<file path="src/rtl/snek_pkg.sv">
// Shared playfield geometry, widths, cell payload and food FSM encoding.
package snek_pkg;

    localparam int unsigned GRID_W    = 32;
    localparam int unsigned GRID_H    = 24;
    localparam int unsigned MAX_LEN   = 64;
    localparam int unsigned MAX_TRIES = 255;

    localparam int unsigned COORD_W   = 5;
    localparam int unsigned LEN_W     = 7;
    localparam int unsigned ADDR_W    = 6;
    localparam int unsigned TRY_W     = 8;
    localparam int unsigned LFSR_W    = 2 * COORD_W;

    localparam logic [LFSR_W-1:0] LFSR_SEED = LFSR_W'(1);

    typedef enum logic [1:0] {
        ST_IDLE   = 2'd0,
        ST_DRAW   = 2'd1,
        ST_SCAN   = 2'd2,
        ST_COMMIT = 2'd3
    } food_state_t;

    // One playfield cell; the low half of a packed word is the column.
    typedef struct packed {
        logic [COORD_W-1:0] v;
        logic [COORD_W-1:0] h;
    } cell_t;

    // Limit a reported snake length to the depth of the segment table.
    function automatic logic [LEN_W-1:0] clamp_len(input logic [LEN_W-1:0] len,
                                                   input int unsigned      max_len);
        return (len > LEN_W'(max_len)) ? LEN_W'(max_len) : len;
    endfunction

endpackage

</file>
<file path="src/rtl/food_lfsr.sv">
// Free-running 10-bit Fibonacci LFSR used as the food position source.
module food_lfsr
    import snek_pkg::*;
(
    input  logic              clk,
    input  logic              rst,
    output logic [LFSR_W-1:0] state
);

    // x^10 + x^7 + 1: stage 10 xor stage 7 shifts in at the low end
    always_ff @(posedge clk or negedge rst) begin
        if (!rst) begin
            state <= LFSR_SEED;
        end else begin
            state <= {state[LFSR_W-2:0], state[LFSR_W-1] ^ state[6]};
        end
    end

endmodule

</file>
<file path="src/rtl/food_ctrl.sv">
// Food placement: draw a random cell, scan the snake body for a collision,
// and commit the first free in-grid cell; gives up after MAX_TRIES rejects.
module food_ctrl
    import snek_pkg::*;
#(
    parameter int unsigned GRID_W    = snek_pkg::GRID_W,
    parameter int unsigned GRID_H    = snek_pkg::GRID_H,
    parameter int unsigned MAX_LEN   = snek_pkg::MAX_LEN,
    parameter int unsigned MAX_TRIES = snek_pkg::MAX_TRIES
) (
    input  logic               clk,
    input  logic               rst,
    input  logic               eat,
    input  logic               restart,
    input  logic [LEN_W-1:0]   snake_len,
    output logic [ADDR_W-1:0]  seg_addr,
    input  logic [COORD_W-1:0] seg_h,
    input  logic [COORD_W-1:0] seg_v,
    output logic [COORD_W-1:0] food_h,
    output logic [COORD_W-1:0] food_v,
    output logic [COORD_W-1:0] cand_h,
    output logic [COORD_W-1:0] cand_v,
    output logic               food_valid,
    output logic               food_new,
    output logic               busy,
    output logic               place_fail
);

    localparam int unsigned CMP_W = COORD_W + 1;

    food_state_t        state_q, state_d;
    logic [LFSR_W-1:0]  lfsr;
    cell_t              lfsr_cell;
    cell_t              cand_q, cand_d;
    cell_t              food_q, food_d;
    logic               food_valid_q, food_valid_d;
    logic               food_new_q, food_new_d;
    logic               busy_q, busy_d;
    logic               place_fail_q, place_fail_d;
    logic [TRY_W-1:0]   tries_q, tries_d;
    logic [LEN_W-1:0]   len_q, len_d;
    logic [LEN_W-1:0]   idx_q, idx_d;
    logic [ADDR_W-1:0]  seg_addr_q, seg_addr_d;

    logic               off_grid_c;
    logic [LEN_W-1:0]   len_clamped_c;
    logic               hit_c;
    logic               last_c;
    logic               tries_last_c;

    food_lfsr u_lfsr (
        .clk   (clk),
        .rst   (rst),
        .state (lfsr)
    );

    // Candidate qualification and scan-compare terms shared by both comb blocks
    always_comb begin
        lfsr_cell     = cell_t'(lfsr);
        off_grid_c    = (CMP_W'(lfsr_cell.h) >= CMP_W'(GRID_W)) ||
                        (CMP_W'(lfsr_cell.v) >= CMP_W'(GRID_H));
        len_clamped_c = clamp_len(snake_len, MAX_LEN);
        // seg data lags seg_addr by one cycle, so index 0 has nothing to compare yet
        hit_c         = (state_q == ST_SCAN) && (idx_q != '0) &&
                        (seg_h == cand_q.h) && (seg_v == cand_q.v);
        last_c        = (idx_q == len_q);
        tries_last_c  = (tries_q == TRY_W'(MAX_TRIES - 1));
    end

    // State register
    always_ff @(posedge clk or negedge rst) begin
        if (!rst) begin
            state_q <= ST_DRAW;
        end else begin
            state_q <= state_d;
        end
    end

    // Next-state logic; restart overrides everything including eat
    always_comb begin
        state_d = state_q;
        if (restart) begin
            state_d = ST_DRAW;
        end else begin
            case (state_q)
                ST_IDLE: begin
                    if (eat) state_d = ST_DRAW;
                end
                ST_DRAW: begin
                    if (off_grid_c)                 state_d = tries_last_c ? ST_IDLE : ST_DRAW;
                    else if (len_clamped_c == '0)   state_d = ST_COMMIT;
                    else                            state_d = ST_SCAN;
                end
                ST_SCAN: begin
                    if (hit_c)       state_d = tries_last_c ? ST_IDLE : ST_DRAW;
                    else if (last_c) state_d = ST_COMMIT;
                end
                ST_COMMIT: begin
                    state_d = ST_IDLE;
                end
                default: begin
                    state_d = ST_DRAW;
                end
            endcase
        end
    end

    // Output/datapath next values; committed food is loaded on entry to COMMIT
    always_comb begin
        cand_d       = cand_q;
        food_d       = food_q;
        food_valid_d = food_valid_q;
        food_new_d   = 1'b0;
        place_fail_d = place_fail_q;
        tries_d      = tries_q;
        len_d        = len_q;
        idx_d        = idx_q;
        seg_addr_d   = seg_addr_q;
        busy_d       = (state_d != ST_IDLE);

        if (restart) begin
            food_valid_d = 1'b0;
            tries_d      = '0;
            place_fail_d = 1'b0;
        end else begin
            case (state_q)
                ST_IDLE: begin
                    if (eat) begin
                        food_valid_d = 1'b0;
                        tries_d      = '0;
                        place_fail_d = 1'b0;
                    end
                end
                ST_DRAW: begin
                    cand_d = lfsr_cell;
                    if (off_grid_c) begin
                        if (tries_last_c) place_fail_d = 1'b1;
                        else              tries_d      = tries_q + TRY_W'(1);
                    end else begin
                        len_d      = len_clamped_c;
                        idx_d      = '0;
                        seg_addr_d = '0;
                        if (len_clamped_c == '0) begin
                            food_d       = lfsr_cell;
                            food_valid_d = 1'b1;
                            food_new_d   = 1'b1;
                        end
                    end
                end
                ST_SCAN: begin
                    if (hit_c) begin
                        if (tries_last_c) place_fail_d = 1'b1;
                        else              tries_d      = tries_q + TRY_W'(1);
                    end else if (last_c) begin
                        food_d       = cand_q;
                        food_valid_d = 1'b1;
                        food_new_d   = 1'b1;
                    end else begin
                        idx_d = idx_q + LEN_W'(1);
                        if ((idx_q + LEN_W'(1)) < len_q) begin
                            seg_addr_d = ADDR_W'(idx_q + LEN_W'(1));
                        end
                    end
                end
                ST_COMMIT: begin
                    food_new_d = 1'b0;
                end
                default: begin
                    food_new_d = 1'b0;
                end
            endcase
        end
    end

    // Registered outputs and counters
    always_ff @(posedge clk or negedge rst) begin
        if (!rst) begin
            cand_q       <= '0;
            food_q       <= '0;
            food_valid_q <= 1'b0;
            food_new_q   <= 1'b0;
            busy_q       <= 1'b1;
            place_fail_q <= 1'b0;
            tries_q      <= '0;
            len_q        <= '0;
            idx_q        <= '0;
            seg_addr_q   <= '0;
        end else begin
            cand_q       <= cand_d;
            food_q       <= food_d;
            food_valid_q <= food_valid_d;
            food_new_q   <= food_new_d;
            busy_q       <= busy_d;
            place_fail_q <= place_fail_d;
            tries_q      <= tries_d;
            len_q        <= len_d;
            idx_q        <= idx_d;
            seg_addr_q   <= seg_addr_d;
        end
    end

    assign seg_addr   = seg_addr_q;
    assign cand_h     = cand_q.h;
    assign cand_v     = cand_q.v;
    assign food_h     = food_q.h;
    assign food_v     = food_q.v;
    assign food_valid = food_valid_q;
    assign food_new   = food_new_q;
    assign busy       = busy_q;
    assign place_fail = place_fail_q;

endmodule

</file>
<file path="config.mk">
export PLATFORM = sky130hd
export DESIGN_NAME = food_ctrl
export DESIGN_NICKNAME = d
export VERILOG_FILES = /design/src/rtl/snek_pkg.sv /design/src/rtl/food_lfsr.sv /design/src/rtl/food_ctrl.sv
export SDC_FILE = /design/constraint.sdc
export NUM_CORES = 1
export LEC_CHECK = 0
export CAP_MARGIN = 20
export CORE_ASPECT_RATIO = 1.1
export CORE_MARGIN = 1.5
export CORE_UTILIZATION = 45
export DETAILED_ROUTE_END_ITERATION = 10
export PLACE_DENSITY = 0.74
export SLEW_MARGIN = 15
export SYNTH_ARGS = -nofsm -noshare
export SYNTH_HDL_FRONTEND = slang
export SYNTH_SLANG_ARGS = --single-unit
</file>
<file path="constraint.sdc">
create_clock -name clk -period 2.9 [get_ports clk]
set_input_delay 0.29 -clock clk [delete_from_list [all_inputs] [get_ports clk]]
set_output_delay 0.29 -clock clk [all_outputs]
set_load 0.02 [all_outputs]
</file>
==> metrics.yaml, run 1 <==
logic_synthesis:
  synth_cell_types: 50
  yosysWarnings: 0
  postSynth.asyncResetShare_pct: 100.0
  synth_area_um2: 3378
  yosys.area.top_type: "dfrtp_1"
  synth_top_area_share_pct: 45.19
  synth_edf_count: 0
  yosys-top-cells-area: "dfrtp_1 (45%), ha_1 (5.2%), nand2_1 (4.3%)"
  synth.net_count: 363
  ys.flop_type: "dfrtp_1"
  synth_cells: 328
  ys_seq_area_share_pct: 47.52
  ys_ff_latch: 64
  synth_area_per_cell_um2: 10.30
power:
  ir_drop_v: 0.0002605
  power.leakage_nw: 1.817
  p_per_area_nw_per_um2: 597.5
  finalPower_w: 0.002498
routing:
  wire_per_inst_um: 15.36
  vias: 2581
  viasPerCell: 5.422
  ant_nets: 0
  drt_iter0_drc: 181
  drcViolationCount: 2
  routed_wl_um: 7309
  drtPass1Iterations: 7
critical_path:
  cp_top_family: "compound AO/OA/AOI/OAI gates"
  slowest_delay_ns: 0.60
  cp.buffers_inverters: 1
  worstPathArrival_ns: 2.84
  required_ns: 3.16
  reg2reg_to: "tries_q[5]"
  path_class: "flip-flop to flip-flop"
  critPathMaxFanout: 16
  worstRegToRegCells: 8
  r2r_setup_slack_ns: 0.32
  cp_cell_sequence: "inv_1, ha_1, or4b_4, o311ai_4, or4_4, a21oi_4, a41oi_1, a211oi_1"
  crit_path_end_kind: "flip-flop"
  start_kind: "flip-flop"
  crit_slowest_cell: "or4_4"
  rr_startpoint: "idx_q[0]"
clock_network:
  cts_buffers: 9
  tritoncts: "built"
  clk_pin_slew_ns: 0.07
  cts_resized: 0
  cts.sinks: 64
  cts_buffer_depth: 2
  h-tree-depth: 3
  clock_latency_ns: 0.35
  postCtsSetupBuffers: 0
  cts_root_buf: "clkbuf_8"
finish:
  register_area_um2: 1605
  multi_input_area_um2: 1614
  n_antenna_cell: 0
  areaGrowthSynthToFinish_pct: 23.78
  final_util_pct: 58.67
  fin_nets: 421
  most-common-layout-cells: "dfrtp_1 (61), clkdlybuf4s50_1 (49), nand2_1 (39), o21ai_0 (29), inv_1 (23)"
  drive_gt1_share_pct: 12.53
  final_common_cell: "dfrtp_1"
  fillers: 618
sta:
  drv_slew: 0
  setup_viol: 0
  fmax_mhz: 387.1
  setup_ws_ns: 0.3164
  finalCriticalPeriod_ns: 2.584
  maxSlewHeadroom_pct: 64.24
  fin_skew_ns: 0.008064
  grt_setup_unrepaired: "no"
  tightest_slew_ns: 0.5320
  setup_tns_ns: 0
  finalCritPeriodShare_pct: 89.09
  finalHoldViolations: 0
global_routing:
  grt_pass1_wl_um: 12590
  grt_use_total_pct: 20.08
  grt_max_degree: 26
  grt_pass1_vias: 2568
  antenna_found_initial: 0
  gr-total-overflow: 0
status:
  run_status: "finished with violations"
  violations: "DRC"
die:
  core_area_um2: 7127
  core.rowCount: 32
  die_y_um: 93.87
  io_pins: 51
  design.die.area_um2: 8036
  initial_core_util_pct: 47.40
  die_x_um: 85.61
worst_hold_path:
  hp-class: "input pin to async pin"
placed_design:
  dp_hpwl_um: 5462
  dp_worst_setup_slack_ns: 0.2456
  place_congestion: 0.8824
  portBuffers: 50
run:
  maxCapViolations: 0
==> flip-flops by register name, indices dropped and copies added (netlist names) <==
signal,flops
cand_h,5
state_q,2
seg_addr,6
food_h,5
len_q,7
cand_v,5
food_v,5
place_fail,1
tries_q,8
busy,1
food_valid,1
u_lfsr.state,10
idx_q,7
food_new,1
==> worst max path at each step <==
| stage | startpoint | end | depth (start not counted) |
|---|---|---|---|
| 2_1_floorplan | idx_q[4] | seg_addr[2] | 10 |
| 3_3_place_gp | seg_v[1] | tries_q[0] | 7 |
| 3_5_place_dp | seg_v[1] | tries_q[5] | 7 |
| 4_1_cts | idx_q[0] | tries_q[5] | 8 |
| 5_1_grt | idx_q[0] | tries_q[5] | 8 |
| 6_report | idx_q[0] | tries_q[5] | 8 |
==> logic make-up after synthesis <==
logic type / Yosys count / share of synthesized area (%)
AOI/OAI and AO/OA: 74 / 15.74
xor gates and xnor gates: 22 / 5.704
adders and majority gates: 14 / 5.185
buffers and inverters: 36 / 4.703
DFF: 64 / 47.52
muxes: 22 / 6.926
and+or+nand+nor: 96 / 14.22
==> metrics by stage <==
step	cell area, um2	hold slack (ns)	instances
6_report	4182	0.3906	476
5_1_grt	4182	0.4084	476
4_1_cts	4182	0.3999	476
3_5_place_dp	3975	0.2420	459
3_3_place_gp	3975	0.2299	459
2_1_floorplan	3378	-0.005591	328
==> routing by layer <==
layer	up-vias	part of all wire [%]	track usage, %
met5	-	0	0
met4	0	1.7	8.199
met3	11	3.8	4.042
met2	47	49	32.02
met1	1249	46	26.76
li1	1274	-	-
==> timing repair <==
| action | in CTS | in global routing |
|---|---|---|
| endpoints found under the hold margin | 15 | 0 |
| endpoints found under the setup margin | 0 | 0 |
| hold buffers | 1 | 0 |
==> final cells by class <==
type / count / share of cell area, %
inverter: 23 / 2.065
clock buffer: 9 / 2.962
tap: 85 / 2.543
clock inverter: 7 / 1.735
sequential: 64 / 38.39
multi-input combinational: 228 / 38.60
timing repair buffer: 60 / 13.70
==> power by group <==
part | internal [W] | total, W | leakage [nW] | switching, W
logic | 0.000287 | 0.000701 | 0.848 | 0.000413
registers | 0.000965 | 0.00104 | 0.874 | 0.0000731
clock network | 0.000396 | 0.000760 | 0.0952 | 0.000364
total | 0.00165 | 0.00250 | 1.82 | 0.000850
==> cell usage after synthesis (4+ instances only) <==
cell type	n
dfrtp_1	61
nand2_1	39
o21ai_0	29
inv_1	23
ha_1	14
nand3_1	12
xor2_1	12
mux2_2	11
mux2i_1	11
xnor2_1	10
clkbuf_1	9
nor2_1	9
a21oi_1	8
a211oi_1	7
nand2b_1	7
nand4_1	7
nor3_1	6
a22o_1	4
nor4_1	4
o211ai_1	4
Note: power is estimated with default switching activity, not from simulation.
==> run 2: changes to the inputs <==
--- a/config.mk
+++ b/config.mk
@@ -9,7 +9,9 @@
 export CORE_ASPECT_RATIO = 1.1
 export CORE_MARGIN = 1.5
 export CORE_UTILIZATION = 45
+export CTS_CLUSTER_DIAMETER = 30
 export DETAILED_ROUTE_END_ITERATION = 10
+export HOLD_SLACK_MARGIN = 0.08
 export PLACE_DENSITY = 0.74
 export SLEW_MARGIN = 15
 export SYNTH_ARGS = -nofsm -noshare
==> results of run 2 <==
The final DEF is identical to that of run 1; final timing and power are the same.
==> run 3: changes to the inputs <==
--- a/config.mk
+++ b/config.mk
@@ -13,7 +13,8 @@
 export DETAILED_ROUTE_END_ITERATION = 10
 export HOLD_SLACK_MARGIN = 0.08
 export PLACE_DENSITY = 0.74
-export SLEW_MARGIN = 15
+export SKIP_LAST_GASP = 1
+export SLEW_MARGIN = 20
 export SYNTH_ARGS = -nofsm -noshare
 export SYNTH_HDL_FRONTEND = slang
 export SYNTH_SLANG_ARGS = --single-unit
==> results of run 3 <==
The final DEF is identical to that of run 1; final timing and power are the same.
==> edit (flow settings as in run 3) <==
Make the reset (`rst`) synchronous in 3 clocked blocks.
--- a/src/rtl/food_lfsr.sv
+++ b/src/rtl/food_lfsr.sv
@@ -10,3 +10,3 @@
     // x^10 + x^7 + 1: stage 10 xor stage 7 shifts in at the low end
-    always_ff @(posedge clk or negedge rst) begin
+    always_ff @(posedge clk) begin
         if (!rst) begin
--- a/src/rtl/food_ctrl.sv
+++ b/src/rtl/food_ctrl.sv
@@ -70,3 +70,3 @@
     // State register
-    always_ff @(posedge clk or negedge rst) begin
+    always_ff @(posedge clk) begin
         if (!rst) begin
@@ -175,3 +175,3 @@
     // Registered outputs and counters
-    always_ff @(posedge clk or negedge rst) begin
+    always_ff @(posedge clk) begin
         if (!rst) begin
Behaviour: differs if rst is asserted again (counterexample within 4 cycles, from zero or initial values and one cycle with rst low); with rst held inactive, the same outputs for 4 cycles.
==> edit against run 3 <==
Design area grew 3.1%; first-iteration DRC count up 15%; global-route usage up 1.7 points; core utilization shrank 0.68 points; routed wire length grew 14%; sequential share of layout area is 8.7 points lower; non-clock buffer count up 1; sequential cell count stayed put; synthesized area increased by 2.3%; setup slack improved by 0.059 ns; highest routed layer unchanged.
Power is not compared: it rests on default switching activity, and its combinational part moved more than twofold at a synthesized area within 25%.
==> edit: results (changes against run 3) <==
Hold Path Class reg -> reg (was in -> async); largest net degree at the start of global routing 45 (was 26); first-pass GRT wire length 14.0 mm (was 12.6 mm); Syn. warnings 0 (unchanged); Largest regs u_lfsr.state x10, tries_q x8 (unchanged); Worst-Skew Late Latency 0.35 ns (about the same); gpl congestion 0.975 (was 0.882); top cells by count, synth nand2_1, dfxtp_1, a21oi_1 (was dfrtp_1, nand2_1, o21ai_0); Clock Skew 0.0114 ns (was 0.00806 ns); DRT Pass-1 Iters 4 (was 7); sequential share of the synthesized area 0.371 (was 0.475); number of synthesized flops with an enable pin 0 (unchanged); Worst slew margin 0.429 (was 0.642); Hold Crit Depth 2; Post-Route WL 8.33 mm (was 7.31 mm); H-tree lvl count 3 (unchanged); Post-Syn Nets 442 (was 363); layout cell share with drive strength beyond 1 0.0978 (was 0.125); root buf cell clkbuf_8 (unchanged); Cell variety after synth 43 (was 50); asr flop ratio synth 0 (was 1.00); Initial DRC Count 209 (was 181); top post-synthesis cells by area dfxtp_1, nand2_1, ha_1 (was dfrtp_1, ha_1, nand2_1); CTS Buf Count 9 (unchanged); n_diodes 0 (unchanged); Vias 3135 (was 2581); post-DP HPWL 5.97 mm (was 5.46 mm); Lkg Pwr 0.00168 uW; number of global-route vias before repair 3012 (was 2568); clock slew at reported path FFs 0.08 ns; post-CTS setup buffers 0 (unchanged); I/O Buffers 50 (unchanged); post-CTS sizing 0 (unchanged); R2R cell count 9 (was 8); run status finished, final reports clean (was finished, violations left); final net count 491 (was 421); Max Fanout on Critical Path 7 (was 16); initial antenna violation count 0 (unchanged); post-placement setup slack 0.338 ns (was 0.246 ns); Critical Path AT 2.76 ns (was 2.84 ns); Synth Flop Type dfxtp_1 (was dfrtp_1); GR Util All Layers 0.218 (was 0.201); Clock Tree Buf Depth 2 (unchanged); Max VDD drop ~370 uV
-- edit: cell count changes after synthesis, moves of 7 or more --
cell / change
nand4_1: +7
and2_1: +9
nand3_1: +10
dfrtp_1: -61
a21oi_1: +21
o21ai_0: -27
or4_1: +8
inv_1: -9
clkbuf_1: +9
dfxtp_1: +64
nand2_1: +33
-- edit: critical path, cell delays in order, from the launching register on --
cell     delay (ns)
dfxtp_1        0.42
ha_1           0.28
nand3_1        0.12
xnor2_1        0.18
ha_1           0.33
a21oi_1        0.09
and3_1         0.14
a22o_1         0.26
and3_1         0.27
a311o_1        0.32
-- edit: area by class of cell --
| cell class | count | area (um2) |
|---|---|---|
| fillers | 643 | 3120 |
| multi-input cells | 305 | 2030 |
| flip-flops and latches | 64 | 1280 |
| repair buffers | 61 | 583 |
| clock buffers | 10 | 138 |
| clock inverters | 6 | 115 |
| well taps | 87 | 109 |
| inverters | 14 | 52.6 |
-- edit: through the flow --
stage               std cells  cell area, um2  total power, uW  hold slack [ns]
finish                    547            4310             2140            0.466
global route              547            4310             2220            0.491
CTS                       547            4310             2150            0.470
detailed placement        531            4060             1180            0.450
global placement          531            4060             1180            0.448
floorplan                 406            3460             1090            0.438
-- edit: metal layers --
| layer | up-vias | track usage | routed length [um] |
|---|---|---|---|
| li1 | 1536 | - | - |
| met2 | 95 | 0.365 | 4050 |
| met3 | 17 | 0.0490 | 475 |
| met5 | - | 0 | 0 |
| met1 | 1487 | 0.263 | 3620 |
| met4 | 0 | 0.103 | 188 |
-- edit: power by group --
| part | internal (uW) | total [uW] | switching, uW |
|---|---|---|---|
| Sequential | 894 | 910 | 15.6 |
| Combinational | 103 | 252 | 148 |
| Clock | 599 | 976 | 377 |
| Total | 1600 | 2140 | 541 |
-- edit: final timing paths --
path / startpoint / end / slack, ns
setup / recovery: idx_q[0] / seg_addr[1] / 0.38
hold / removal: food_h[2] / food_h[2] / 0.47
setup reg to reg: idx_q[0] / seg_addr[1] / 0.38
hold reg to reg: food_h[2] / food_h[2] / 0.47
-- edit: cells by family (layout without fill, tap and decap cells) --
logic type               Yosys count  count (layout)  share of synthesized area
AND/OR/NAND/NOR                  178             178                      0.272
AO/OA/AOI/OAI                     63              63                      0.124
flip-flops                        64              64                      0.371
buffers and inverters             37              91                     0.0416
XOR/XNOR                          22              22                     0.0557
adder cells (fa/ha/maj)           15              15                     0.0543
multiplexers                      27              27                     0.0818
